## src/rtl/vend_coin_sequencer_if.sv

```systemverilog
`default_nettype none
// +--------------------------------------------------------------------------+
// | vend_coin_sequencer_if : acceptor/core-side signal bundle for the        |
// | coin sequencer.                                       Rev 1.0            |
// +--------------------------------------------------------------------------+
interface vend_coin_sequencer_if #(
   parameter int FIFO_DEPTH = 4,
   parameter int STOCK_W    = 8
) ();
   localparam int CNT_W = $clog2(FIFO_DEPTH + 1);

   logic               one_req;
   logic               two_req;
   logic               choco_done;
   logic               load_en;
   logic [STOCK_W-1:0] load_val;
   logic               one_in;
   logic               two_in;
   logic [1:0]         coin_reject;
   logic               refund_one;
   logic               refund_two;
   logic               sold_out;
   logic [CNT_W-1:0]   fifo_count;
   logic [7:0]         vend_count;

   modport slave (
      input  one_req, two_req, choco_done, load_en, load_val,
      output one_in, two_in, coin_reject, refund_one, refund_two,
             sold_out, fifo_count, vend_count
   );

   modport master (
      output one_req, two_req, choco_done, load_en, load_val,
      input  one_in, two_in, coin_reject, refund_one, refund_two,
             sold_out, fifo_count, vend_count
   );
endinterface
`default_nettype wire

```

## src/rtl/vend_coin_sequencer.sv

```systemverilog
`default_nettype none
// +--------------------------------------------------------------------------+
// | vend_coin_sequencer : buffers coin strobes, issues spaced coin pulses,   |
// | tracks stock and refunds buffered coins on sell-out.  Rev 1.0            |
// +--------------------------------------------------------------------------+
module vend_coin_sequencer #(
   parameter int FIFO_DEPTH = 4,
   parameter int ISSUE_GAP  = 2,
   parameter int STOCK_W    = 8,
   parameter int INIT_STOCK = 10
) (
   input  wire logic               clk,
   input  wire logic               reset,
   vend_coin_sequencer_if.slave    bus
);
   localparam int PTR_W = $clog2(FIFO_DEPTH);
   localparam int CNT_W = $clog2(FIFO_DEPTH + 1);
   localparam int GAP_W = (ISSUE_GAP > 2) ? $clog2(ISSUE_GAP - 1) : 1;
   localparam logic [GAP_W-1:0] c_GAP_LAST = GAP_W'(ISSUE_GAP - 2);

   typedef enum logic [1:0] {
      S_IDLE   = 2'd0,
      S_GAP    = 2'd1,
      S_REFUND = 2'd2
   } state_t;

   state_t                r_state;
   state_t                w_next_state;
   logic [FIFO_DEPTH-1:0] r_fifo;
   logic [PTR_W-1:0]      r_rd_ptr;
   logic [PTR_W-1:0]      r_wr_ptr;
   logic [CNT_W-1:0]      r_count;
   logic [GAP_W-1:0]      r_gap_cnt;
   logic [STOCK_W-1:0]    r_stock;
   logic [7:0]            r_vend;
   logic                  r_one_in;
   logic                  r_two_in;
   logic                  r_refund_one;
   logic                  r_refund_two;
   logic [1:0]            r_reject;

   logic                  w_empty;
   logic                  w_stock_zero;
   logic                  w_head;
   logic                  w_pop;
   logic                  w_issue;
   logic                  w_refund;
   logic                  w_accept;
   logic [CNT_W-1:0]      w_free;
   logic                  w_push_two;
   logic                  w_push_one;
   logic [PTR_W-1:0]      w_one_slot;

   assign w_empty      = (r_count == '0);
   assign w_stock_zero = (r_stock == '0);
   assign w_head       = r_fifo[r_rd_ptr];

   // Free space is judged before any same-cycle pop; two-unit coin claims a slot first.
   assign w_accept   = (r_state != S_REFUND) && !w_stock_zero;
   assign w_free     = CNT_W'(FIFO_DEPTH) - r_count;
   assign w_push_two = bus.two_req && w_accept && (w_free != '0);
   assign w_push_one = bus.one_req && w_accept && (w_free > CNT_W'(w_push_two));
   assign w_one_slot = r_wr_ptr + PTR_W'(w_push_two);

   always_comb begin
      w_next_state = r_state;
      w_pop        = 1'b0;
      w_issue      = 1'b0;
      w_refund     = 1'b0;
      case (r_state)
         S_IDLE: begin
            if (!w_empty) begin
               if (w_stock_zero) begin
                  w_next_state = S_REFUND;
               end else begin
                  w_pop        = 1'b1;
                  w_issue      = 1'b1;
                  w_next_state = S_GAP;
               end
            end
         end
         S_GAP: begin
            if (w_stock_zero && !w_empty) begin
               w_next_state = S_REFUND;
            end else if (r_gap_cnt == c_GAP_LAST) begin
               w_next_state = S_IDLE;
            end
         end
         S_REFUND: begin
            if (w_empty) begin
               w_next_state = S_IDLE;
            end else begin
               w_pop    = 1'b1;
               w_refund = 1'b1;
            end
         end
         default: w_next_state = S_IDLE;
      endcase
   end

   always_ff @(posedge clk) begin
      if (!reset) begin
         r_state      <= S_IDLE;
         r_fifo       <= '0;
         r_rd_ptr     <= '0;
         r_wr_ptr     <= '0;
         r_count      <= '0;
         r_gap_cnt    <= '0;
         r_stock      <= STOCK_W'(INIT_STOCK);
         r_vend       <= '0;
         r_one_in     <= 1'b0;
         r_two_in     <= 1'b0;
         r_refund_one <= 1'b0;
         r_refund_two <= 1'b0;
         r_reject     <= '0;
      end else begin
         r_state   <= w_next_state;
         r_gap_cnt <= (r_state == S_GAP) ? r_gap_cnt + 1'b1 : '0;
         if (w_push_two) begin
            r_fifo[r_wr_ptr] <= 1'b1;
         end
         if (w_push_one) begin
            r_fifo[w_one_slot] <= 1'b0;
         end
         r_wr_ptr <= r_wr_ptr + PTR_W'(w_push_two) + PTR_W'(w_push_one);
         r_rd_ptr <= r_rd_ptr + PTR_W'(w_pop);
         r_count  <= r_count + CNT_W'(w_push_two) + CNT_W'(w_push_one) - CNT_W'(w_pop);

         r_one_in     <= w_issue  && !w_head;
         r_two_in     <= w_issue  &&  w_head;
         r_refund_one <= w_refund && !w_head;
         r_refund_two <= w_refund &&  w_head;
         r_reject     <= {bus.two_req && !w_push_two, bus.one_req && !w_push_one};

         if (bus.load_en) begin
            r_stock <= bus.load_val;
         end else if (bus.choco_done && !w_stock_zero) begin
            r_stock <= r_stock - 1'b1;
         end
         if (bus.choco_done && (r_vend != 8'hFF)) begin
            r_vend <= r_vend + 1'b1;
         end
      end
   end

   assign bus.one_in      = r_one_in;
   assign bus.two_in      = r_two_in;
   assign bus.refund_one  = r_refund_one;
   assign bus.refund_two  = r_refund_two;
   assign bus.coin_reject = r_reject;
   assign bus.sold_out    = w_stock_zero;
   assign bus.fifo_count  = r_count;
   assign bus.vend_count  = r_vend;
endmodule
`default_nettype wire

```

## src/flat_wrapper.sv

```systemverilog
// flat-port wrapper written by rule: the top's interface ports become plain ports
module vend_coin_sequencer_flat 
#(
   parameter int FIFO_DEPTH = 4,
   parameter int ISSUE_GAP  = 2,
   parameter int STOCK_W    = 8,
   parameter int INIT_STOCK = 10
)
  (clk, reset, bus_one_req, bus_two_req, bus_choco_done, bus_load_en, bus_load_val, bus_one_in, bus_two_in, bus_coin_reject, bus_refund_one, bus_refund_two, bus_sold_out, bus_fifo_count, bus_vend_count);
  vend_coin_sequencer_if #(.FIFO_DEPTH(FIFO_DEPTH), .STOCK_W(STOCK_W)) bus_i ();
  input  wire logic clk;
  input  wire logic reset;
  input wire logic [$bits(bus_i.one_req)-1:0] bus_one_req;
  input wire logic [$bits(bus_i.two_req)-1:0] bus_two_req;
  input wire logic [$bits(bus_i.choco_done)-1:0] bus_choco_done;
  input wire logic [$bits(bus_i.load_en)-1:0] bus_load_en;
  input wire logic [$bits(bus_i.load_val)-1:0] bus_load_val;
  output wire logic [$bits(bus_i.one_in)-1:0] bus_one_in;
  output wire logic [$bits(bus_i.two_in)-1:0] bus_two_in;
  output wire logic [$bits(bus_i.coin_reject)-1:0] bus_coin_reject;
  output wire logic [$bits(bus_i.refund_one)-1:0] bus_refund_one;
  output wire logic [$bits(bus_i.refund_two)-1:0] bus_refund_two;
  output wire logic [$bits(bus_i.sold_out)-1:0] bus_sold_out;
  output wire logic [$bits(bus_i.fifo_count)-1:0] bus_fifo_count;
  output wire logic [$bits(bus_i.vend_count)-1:0] bus_vend_count;
  assign bus_i.one_req = bus_one_req;
  assign bus_i.two_req = bus_two_req;
  assign bus_i.choco_done = bus_choco_done;
  assign bus_i.load_en = bus_load_en;
  assign bus_i.load_val = bus_load_val;
  assign bus_one_in = bus_i.one_in;
  assign bus_two_in = bus_i.two_in;
  assign bus_coin_reject = bus_i.coin_reject;
  assign bus_refund_one = bus_i.refund_one;
  assign bus_refund_two = bus_i.refund_two;
  assign bus_sold_out = bus_i.sold_out;
  assign bus_fifo_count = bus_i.fifo_count;
  assign bus_vend_count = bus_i.vend_count;
  vend_coin_sequencer #(.FIFO_DEPTH(FIFO_DEPTH), .ISSUE_GAP(ISSUE_GAP), .STOCK_W(STOCK_W), .INIT_STOCK(INIT_STOCK)) u_core (.clk(clk), .reset(reset), .bus(bus_i));
endmodule
```

## config.mk

```make
export PLATFORM = sky130hd
export DESIGN_NAME = vend_coin_sequencer_flat
export DESIGN_NICKNAME = d
export VERILOG_FILES = /design/src/rtl/vend_coin_sequencer_if.sv /design/src/rtl/vend_coin_sequencer.sv /design/src/flat_wrapper.sv
export SDC_FILE = /design/constraint.sdc
export NUM_CORES = 1
export LEC_CHECK = 0
export CAP_MARGIN = 25
export CORE_ASPECT_RATIO = 1.5
export CORE_UTILIZATION = 40
export CTS_CLUSTER_SIZE = 25
export DETAILED_ROUTE_END_ITERATION = 8
export SKIP_LAST_GASP = 1
export SYNTH_ARGS = -nofsm -noshare
export SYNTH_HDL_FRONTEND = slang
export SYNTH_SLANG_ARGS = --single-unit
```

## constraint.sdc

```tcl
create_clock -name clk -period 4.5 [get_ports clk]
set_clock_uncertainty 0.05 [all_clocks]
set_input_delay 0.9 -clock clk [delete_from_list [all_inputs] [get_ports clk]]
set_output_delay 0.9 -clock clk [all_outputs]
set_load 0.005 [all_outputs]
```

==> flow_metrics.env, run 1 <==
export IMPL_synth_compound_area_share_pct=16.1
export IMPL_drv_cap=0
export IMPL_grt_pass1_vias=1534
export IMPL_clkTransAtPathRegs_ps=70
export IMPL_pin_count=32
export IMPL_worstSkewPairLatency_ps=280
export IMPL_die_w_um=56.7
export IMPL_grt_ovfl_total=0
export IMPL_violations="design-rule violations"
export IMPL_critPathMaxStageDelay_ps=530
export IMPL_num_vias=1509
export IMPL_total_power_mw=1.03
export IMPL_timing_hold_violations_final=0
export IMPL_nets=252
export IMPL_start_util_pct=41.9
export IMPL_grt_first_pass_wirelength_mm=6.91
export IMPL_worst_pin_slew_ps=587
export IMPL_crit_family="buffers and inverters"
export IMPL_dr_pass1_iters=6
export IMPL_fillers=413
export IMPL_crit_start="u_core.r_stock[0]$_SDFFE_PN0P_"
export IMPL_crit_buf_inv=3
export IMPL_drc=6
export IMPL_wire_per_inst_um=14.6
export IMPL_via_per_inst=5.49
export IMPL_ys_ff_latch=36
export IMPL_synth_edff_count=0
export IMPL_endpoint_kind="primary output"
export IMPL_worstPathArrival_ps=2300
export IMPL_layout_drive_gt1_share_pct=7.42
export IMPL_synth_seq_area_share_pct=40.2
export IMPL_crit_slowest_cell="nor4b_4"
export IMPL_ctsHoldBuffers=0
export IMPL_period_minus_slack_ps=3250
export IMPL_tritoncts="done"
export IMPL_synth_top_family_by_area="simple AND/OR/NAND/NOR gates"
export IMPL_start_kind="flip-flop"
export IMPL_crit_top_cell="inv_1"
export IMPL_crit_type="flip-flop to primary output"
export IMPL_grt_usage_pct=18.4
export IMPL_clock_path_buffers=2
export IMPL_ir_worst_vdd_mv=0.246
export IMPL_required_ps=3550
export IMPL_post_cts_buffers=0
export IMPL_path_cells="inv_1 -> ha_1 -> nor4b_4 -> nand2_1 -> inv_1 -> clkdlybuf4s50_1"
export IMPL_ys_warn_count=0
export IMPL_dieArea_um2=4760
export IMPL_rsz0062_at_grt="false"
export IMPL_syn_avg_cell_area_um2=9.25
export IMPL_drt_iter0_markers=45
export IMPL_die_h_um=84.0
export IMPL_setup_viol=0
export IMPL_worst_hold_path_type="flip-flop to flip-flop"
export IMPL_dp_hpwl_mm=2.99
export IMPL_cts_sinks=36
export IMPL_gp_congestion=0.845
export IMPL_hp_start="u_core.r_gap_cnt$_SDFF_PN0_"
export IMPL_core_region_area_um2=4280
export IMPL_ys_types=48
export IMPL_rows=29
export IMPL_port_buffer_count=31
export IMPL_power_density_nw_per_um2=461
export IMPL_synthAdderAreaFrac_pct=7.81
export IMPL_ys_async_sr_fraction_pct=0
export IMPL_diodes=0
export IMPL_final_max_slew_viol_count=0
export IMPL_grt_start_max_net_pins=19
export IMPL_maxSlewHeadroom_pct=60.7
export IMPL_yosys_mux_area_fraction_pct=4.04
export IMPL_fin_crit_sh_pct=72.1
export IMPL_htree_levels=2
export IMPL_fin_setup_tns_ps=0
export IMPL_wl_mm=4.01
export IMPL_fmax_mhz=308
export IMPL_synth_xor_area_share_pct=4.88
export IMPL_yosys_area_share_simple_pct=21.9
export IMPL_cts_resized=0
export IMPL_cts_buffers=5
export IMPL_layout_commonest_cell="dfxtp_1"
export IMPL_ctsRootBufferMaster="clkbuf_8"
export IMPL_syn_area_um2=1790
export IMPL_synth_main_ff_cell="dfxtp_1"
export IMPL_worst_path_max_fanout=9
export IMPL_p_leak_nw=0.889
export IMPL_r2r_start="u_core.r_stock[0]$_SDFFE_PN0P_"
export IMPL_final_cell_mix="dfxtp_1 (36), clkdlybuf4s50_1 (31), nor2_1 (17)"
export IMPL_synth_nets=218
export IMPL_status="finished with violations"
export IMPL_postSynthCellCount=194
export IMPL_antenna_found_initial=0
export IMPL_ant_nets=0
export IMPL_holdWs_ps=435
export IMPL_area_growth_pct=24.6
synth_stat cells (3+ instances only):
cell      count  share of area (%)
dfxtp_1      36                 40
nor2_1       17                3.6
inv_1        15                3.1
a21oi_1      12                3.3
nand2_1      11                2.3
ha_1          8                5.6
o21ai_0       7                2.0
nor3_1        6                1.7
xnor2_1       6                2.9
mux2i_1       5                2.8
a211oi_1      4                1.7
and2_1        4                1.4
and3_1        4                1.4
clkbuf_1      4               0.84
nand2b_1      4                1.4
xor2_1        4                2.0
nand3_1       3               0.84
power by group:
part	switching [mW]	internal, mW
logic	0.177	0.196
clock network	0.107	0.125
registers	0.0509	0.375
total	0.336	0.696
cell families after synthesis:
group,count (synthesis)
xor gates and xnor gates,10
adders and majority gates,10
buffers and inverters,22
DFF,36
and+or+nand+nor,69
muxes,6
AOI/OAI and AO/OA,41
sequential cells by signal, indices dropped and copies added, names as in the netlist:
signal / cells
u_core.bus.vend_count: 8
u_core.r_stock: 8
u_core.r_fifo: 4
u_core.bus.fifo_count: 3
u_core.bus.coin_reject: 2
u_core.r_rd_ptr: 2
u_core.r_state: 2
u_core.r_wr_ptr: 2
u_core.bus.one_in: 1
u_core.bus.refund_one: 1
u_core.bus.refund_two: 1
u_core.bus.two_in: 1
u_core.r_gap_cnt: 1
layer usage:
metal / wire length (µm) / track usage, %
met1: 1720 / 20.7
met2: 2050 / 32.8
met3: 180 / 5.12
met4: 61 / 5.68
met5: 0 / 0
per-stage QoR:
| step | utilization [%] | std cells | cell area (µm²) | setup slack, ps |
|---|---|---|---|---|
| after floorplan | - | 194 | 1790 | 1810 |
| after global placement | 50.1 | 267 | 2150 | 1160 |
| after detailed placement | 50.1 | 267 | 2150 | 1090 |
| after CTS | 52.2 | 275 | 2240 | 1240 |
| after global routing | 52.2 | 275 | 2240 | 1060 |
| final | 52.2 | 275 | 2240 | 1250 |
path summary, 6_finish.rpt:
path                                          to  cells past startpoint  slack [ps]
max                                 bus_sold_out                      6        1250
min               u_core.r_state[0]$_SDFFE_PN0P_                      2         430
max reg2reg  u_core.bus.fifo_count[2]$_SDFF_PN0_                     12        1600
min reg2reg       u_core.r_state[0]$_SDFFE_PN0P_                      2         430
worst register-to-register path, cell delays in order, from the launching register on:
cell and delay, ps:
dfxtp_1 330, inv_1 60, ha_1 200, nor4b_4 530, a21oi_1 120, o21ai_0 310
o31a_1 230, fa_1 170, inv_1 50, fa_1 370, xnor2_1 180, xnor2_1 140
nor2_1 50
area by class of cell:
type / count / area [µm²] / area share (%)
Tap cell: 46 / 57.6 / 2.57
Multi-Input combinational cell: 136 / 982 / 43.9
Clock buffer: 8 / 90.1 / 4.03
Timing Repair Buffer: 33 / 325 / 14.5
Inverter: 16 / 60.1 / 2.69
Sequential cell: 36 / 721 / 32.2
Power figures use the tool's default switching activity.
==> inputs of run 2 (changes only) <==
==> constraint.sdc (replaced) <==
create_clock -name clk -period 3.3 [get_ports clk]
set_clock_uncertainty 0.05 [all_clocks]
set_input_delay 0.66 -clock clk [delete_from_list [all_inputs] [get_ports clk]]
set_output_delay 0.66 -clock clk [all_outputs]
set_load 0.005 [all_outputs]
==> run 2 against run 1 <==
Against the previous run:
- the run still ends with design-rule violations left
- worst setup slack got worse by 730 ps
- sequential power rose by 36%
- die area unchanged
- cell area grew 0.78%
- worst hold slack improved by 19 ps
- final cell count increased by 0.73%
- clock power up 40%
- via count up 1.5%
- non-clock buffer count rose by 2
- wire length is 0.62% higher
- flip-flop and latch count did not move
==> flow_metrics.env, run 2 (synthesized netlist as in run 1, its figures left out) <==
export IMPL_wl_mm=4.04
export IMPL_fmax_mhz=360
export IMPL_area_growth_pct=25.6
export IMPL_worst_pin_slew_ps=535
export IMPL_nets=254
export IMPL_diodes=0
export IMPL_antenna_found_initial=0
export IMPL_maxSlewHeadroom_pct=64.0
export IMPL_crit_family="buffers and inverters"
export IMPL_tritoncts="done"
export IMPL_gp_congestion=0.824
export IMPL_hold_path_depth=2
export IMPL_final_cell_mix="dfxtp_1 (36), clkdlybuf4s50_1 (31), nor2_1 (17)"
export IMPL_crit_type="flip-flop to primary output"
export IMPL_clkTransAtPathRegs_ps=70
export IMPL_violations="design-rule violations"
export IMPL_grt_usage_pct=18.7
export IMPL_worstPathArrival_ps=2070
export IMPL_worst_path_max_fanout=5
export IMPL_layout_commonest_cell="dfxtp_1"
export IMPL_required_ps=2590
export IMPL_hp_start="u_core.r_gap_cnt$_SDFF_PN0_"
export IMPL_wire_per_inst_um=14.6
export IMPL_ir_worst_vdd_mv=0.261
export IMPL_total_power_mw=1.43
export IMPL_cts_buffers=5
export IMPL_fin_setup_tns_ps=0
export IMPL_period_minus_slack_ps=2780
export IMPL_drt_iter0_markers=69
export IMPL_cts_sinks=36
export IMPL_ant_nets=0
export IMPL_r2r_slack_ps=550
export IMPL_post_cts_buffers=0
export IMPL_critPathMaxStageDelay_ps=530
export IMPL_grt_first_pass_wirelength_mm=7.00
export IMPL_r2r_start="u_core.bus.fifo_count[0]$_SDFF_PN0_"
export IMPL_port_buffer_count=31
export IMPL_fin_crit_sh_pct=84.1
export IMPL_ctsRootBufferMaster="clkbuf_8"
export IMPL_hold_end="u_core.r_state[0]$_SDFFE_PN0P_"
export IMPL_clock_path_buffers=2
export IMPL_power_density_nw_per_um2=635
export IMPL_worst_path_stages=6
export IMPL_grt_pass1_vias=1582
export IMPL_reg2regPathDepth=13
export IMPL_ctsHoldBuffers=0
export IMPL_core_region_area_um2=4280
export IMPL_crit_slowest_cell="clkdlybuf4s50_1"
export IMPL_setup_slack_ps=525
export IMPL_dieArea_um2=4760
export IMPL_die_h_um=84.0
export IMPL_dp_worst_setup_slack_ps=230
export IMPL_endpoint_kind="primary output"
export IMPL_worst_hold_path_type="flip-flop to flip-flop"
export IMPL_crit_buf_inv=3
export IMPL_drc=7
export IMPL_start_util_pct=41.9
export IMPL_timing_hold_violations_final=0
export IMPL_num_vias=1532
export IMPL_dr_pass1_iters=6
export IMPL_grt_start_max_net_pins=19
export IMPL_htree_levels=2
export IMPL_path_cells="inv_1 -> ha_1 -> nor4b_4 -> nand2_1 -> inv_1 -> clkdlybuf4s50_1"
export IMPL_via_per_inst=5.53
export IMPL_final_max_slew_viol_count=0
export IMPL_rsz0062_at_grt="false"
export IMPL_rows=29
export IMPL_start_kind="flip-flop"
export IMPL_dp_hpwl_mm=3.01
export IMPL_cts_resized=0
export IMPL_layout_drive_gt1_share_pct=9.09
export IMPL_setup_viol=0
export IMPL_worstSkewPairLatency_ps=290
export IMPL_rr_endpoint="u_core.bus.fifo_count[2]$_SDFF_PN0_"
export IMPL_p_leak_nw=0.904
export IMPL_pin_count=32
export IMPL_status="finished with violations"
export IMPL_drv_cap=0
export IMPL_die_w_um=56.7
export IMPL_grt_ovfl_total=0
export IMPL_crit_top_cell="inv_1"
run 2: cell types whose count changed in the layout (fill, tap and decap cells not counted):
cell / previous run / this run
clkbuf_1: 2 / 0
buf_4: 2 / 4
clkinv_2: 0 / 2
run 2: layout make-up:
type	instances	area, µm²
clock buffers	6	82.6
well taps	46	57.6
repair buffers	35	340
fillers	407	2030
flip-flops and latches	36	721
clock inverters	2	10.0
inverters	16	60.1
multi-input cells	136	982
run 2: where the power goes:
group | switching, mW | leakage (nW) | internal (mW)
combinational | 0.246 | 0.558 | 0.280
sequential | 0.0686 | 0.295 | 0.511
clock | 0.159 | 0.0510 | 0.167
run 2: worst max path at each step:
stage | start | end | slack, ps
after floorplan | u_core.bus.fifo_count[1]$_SDFF_PN0_ | u_core.bus.fifo_count[2]$_SDFF_PN0_ | 680
after global placement | bus_two_req | u_core.bus.fifo_count[2]$_SDFF_PN0_ | 340
after detailed placement | bus_two_req | u_core.bus.fifo_count[2]$_SDFF_PN0_ | 230
after CTS | bus_two_req | u_core.bus.fifo_count[2]$_SDFF_PN0_ | 520
after global routing | u_core.bus.fifo_count[1]$_SDFF_PN0_ | u_core.bus.fifo_count[2]$_SDFF_PN0_ | 240
final | u_core.r_stock[0]$_SDFFE_PN0P_ | bus_sold_out | 520
run 2: layer usage:
layer	vias to the layer above	global-route usage, %	part of all wire, %
met1	722	20.8	41
li1	764	-	-
met3	8	4.96	4.9
met4	0	6.82	1.7
met5	-	0	0
met2	38	33.3	52
run 2: worst min-delay path: cells and delay by family (launching register included):
kind | cells | cell delay (ps)
AO/OA/AOI/OAI | 1 | 90
buffers and inverters | 1 | 70
flip-flops | 1 | 300
run 2: per-stage QoR:
stage / std cells / utilization [%] / instance area [µm²] / hold slack (ps)
after global placement: 269 / 50.5 / 2160 / 415
after detailed placement: 269 / 50.5 / 2160 / 446
after floorplan: 194 / - / 1790 / 396
after CTS: 277 / 52.6 / 2250 / 460
after global routing: 277 / 52.6 / 2250 / 484
final: 277 / 52.6 / 2250 / 454
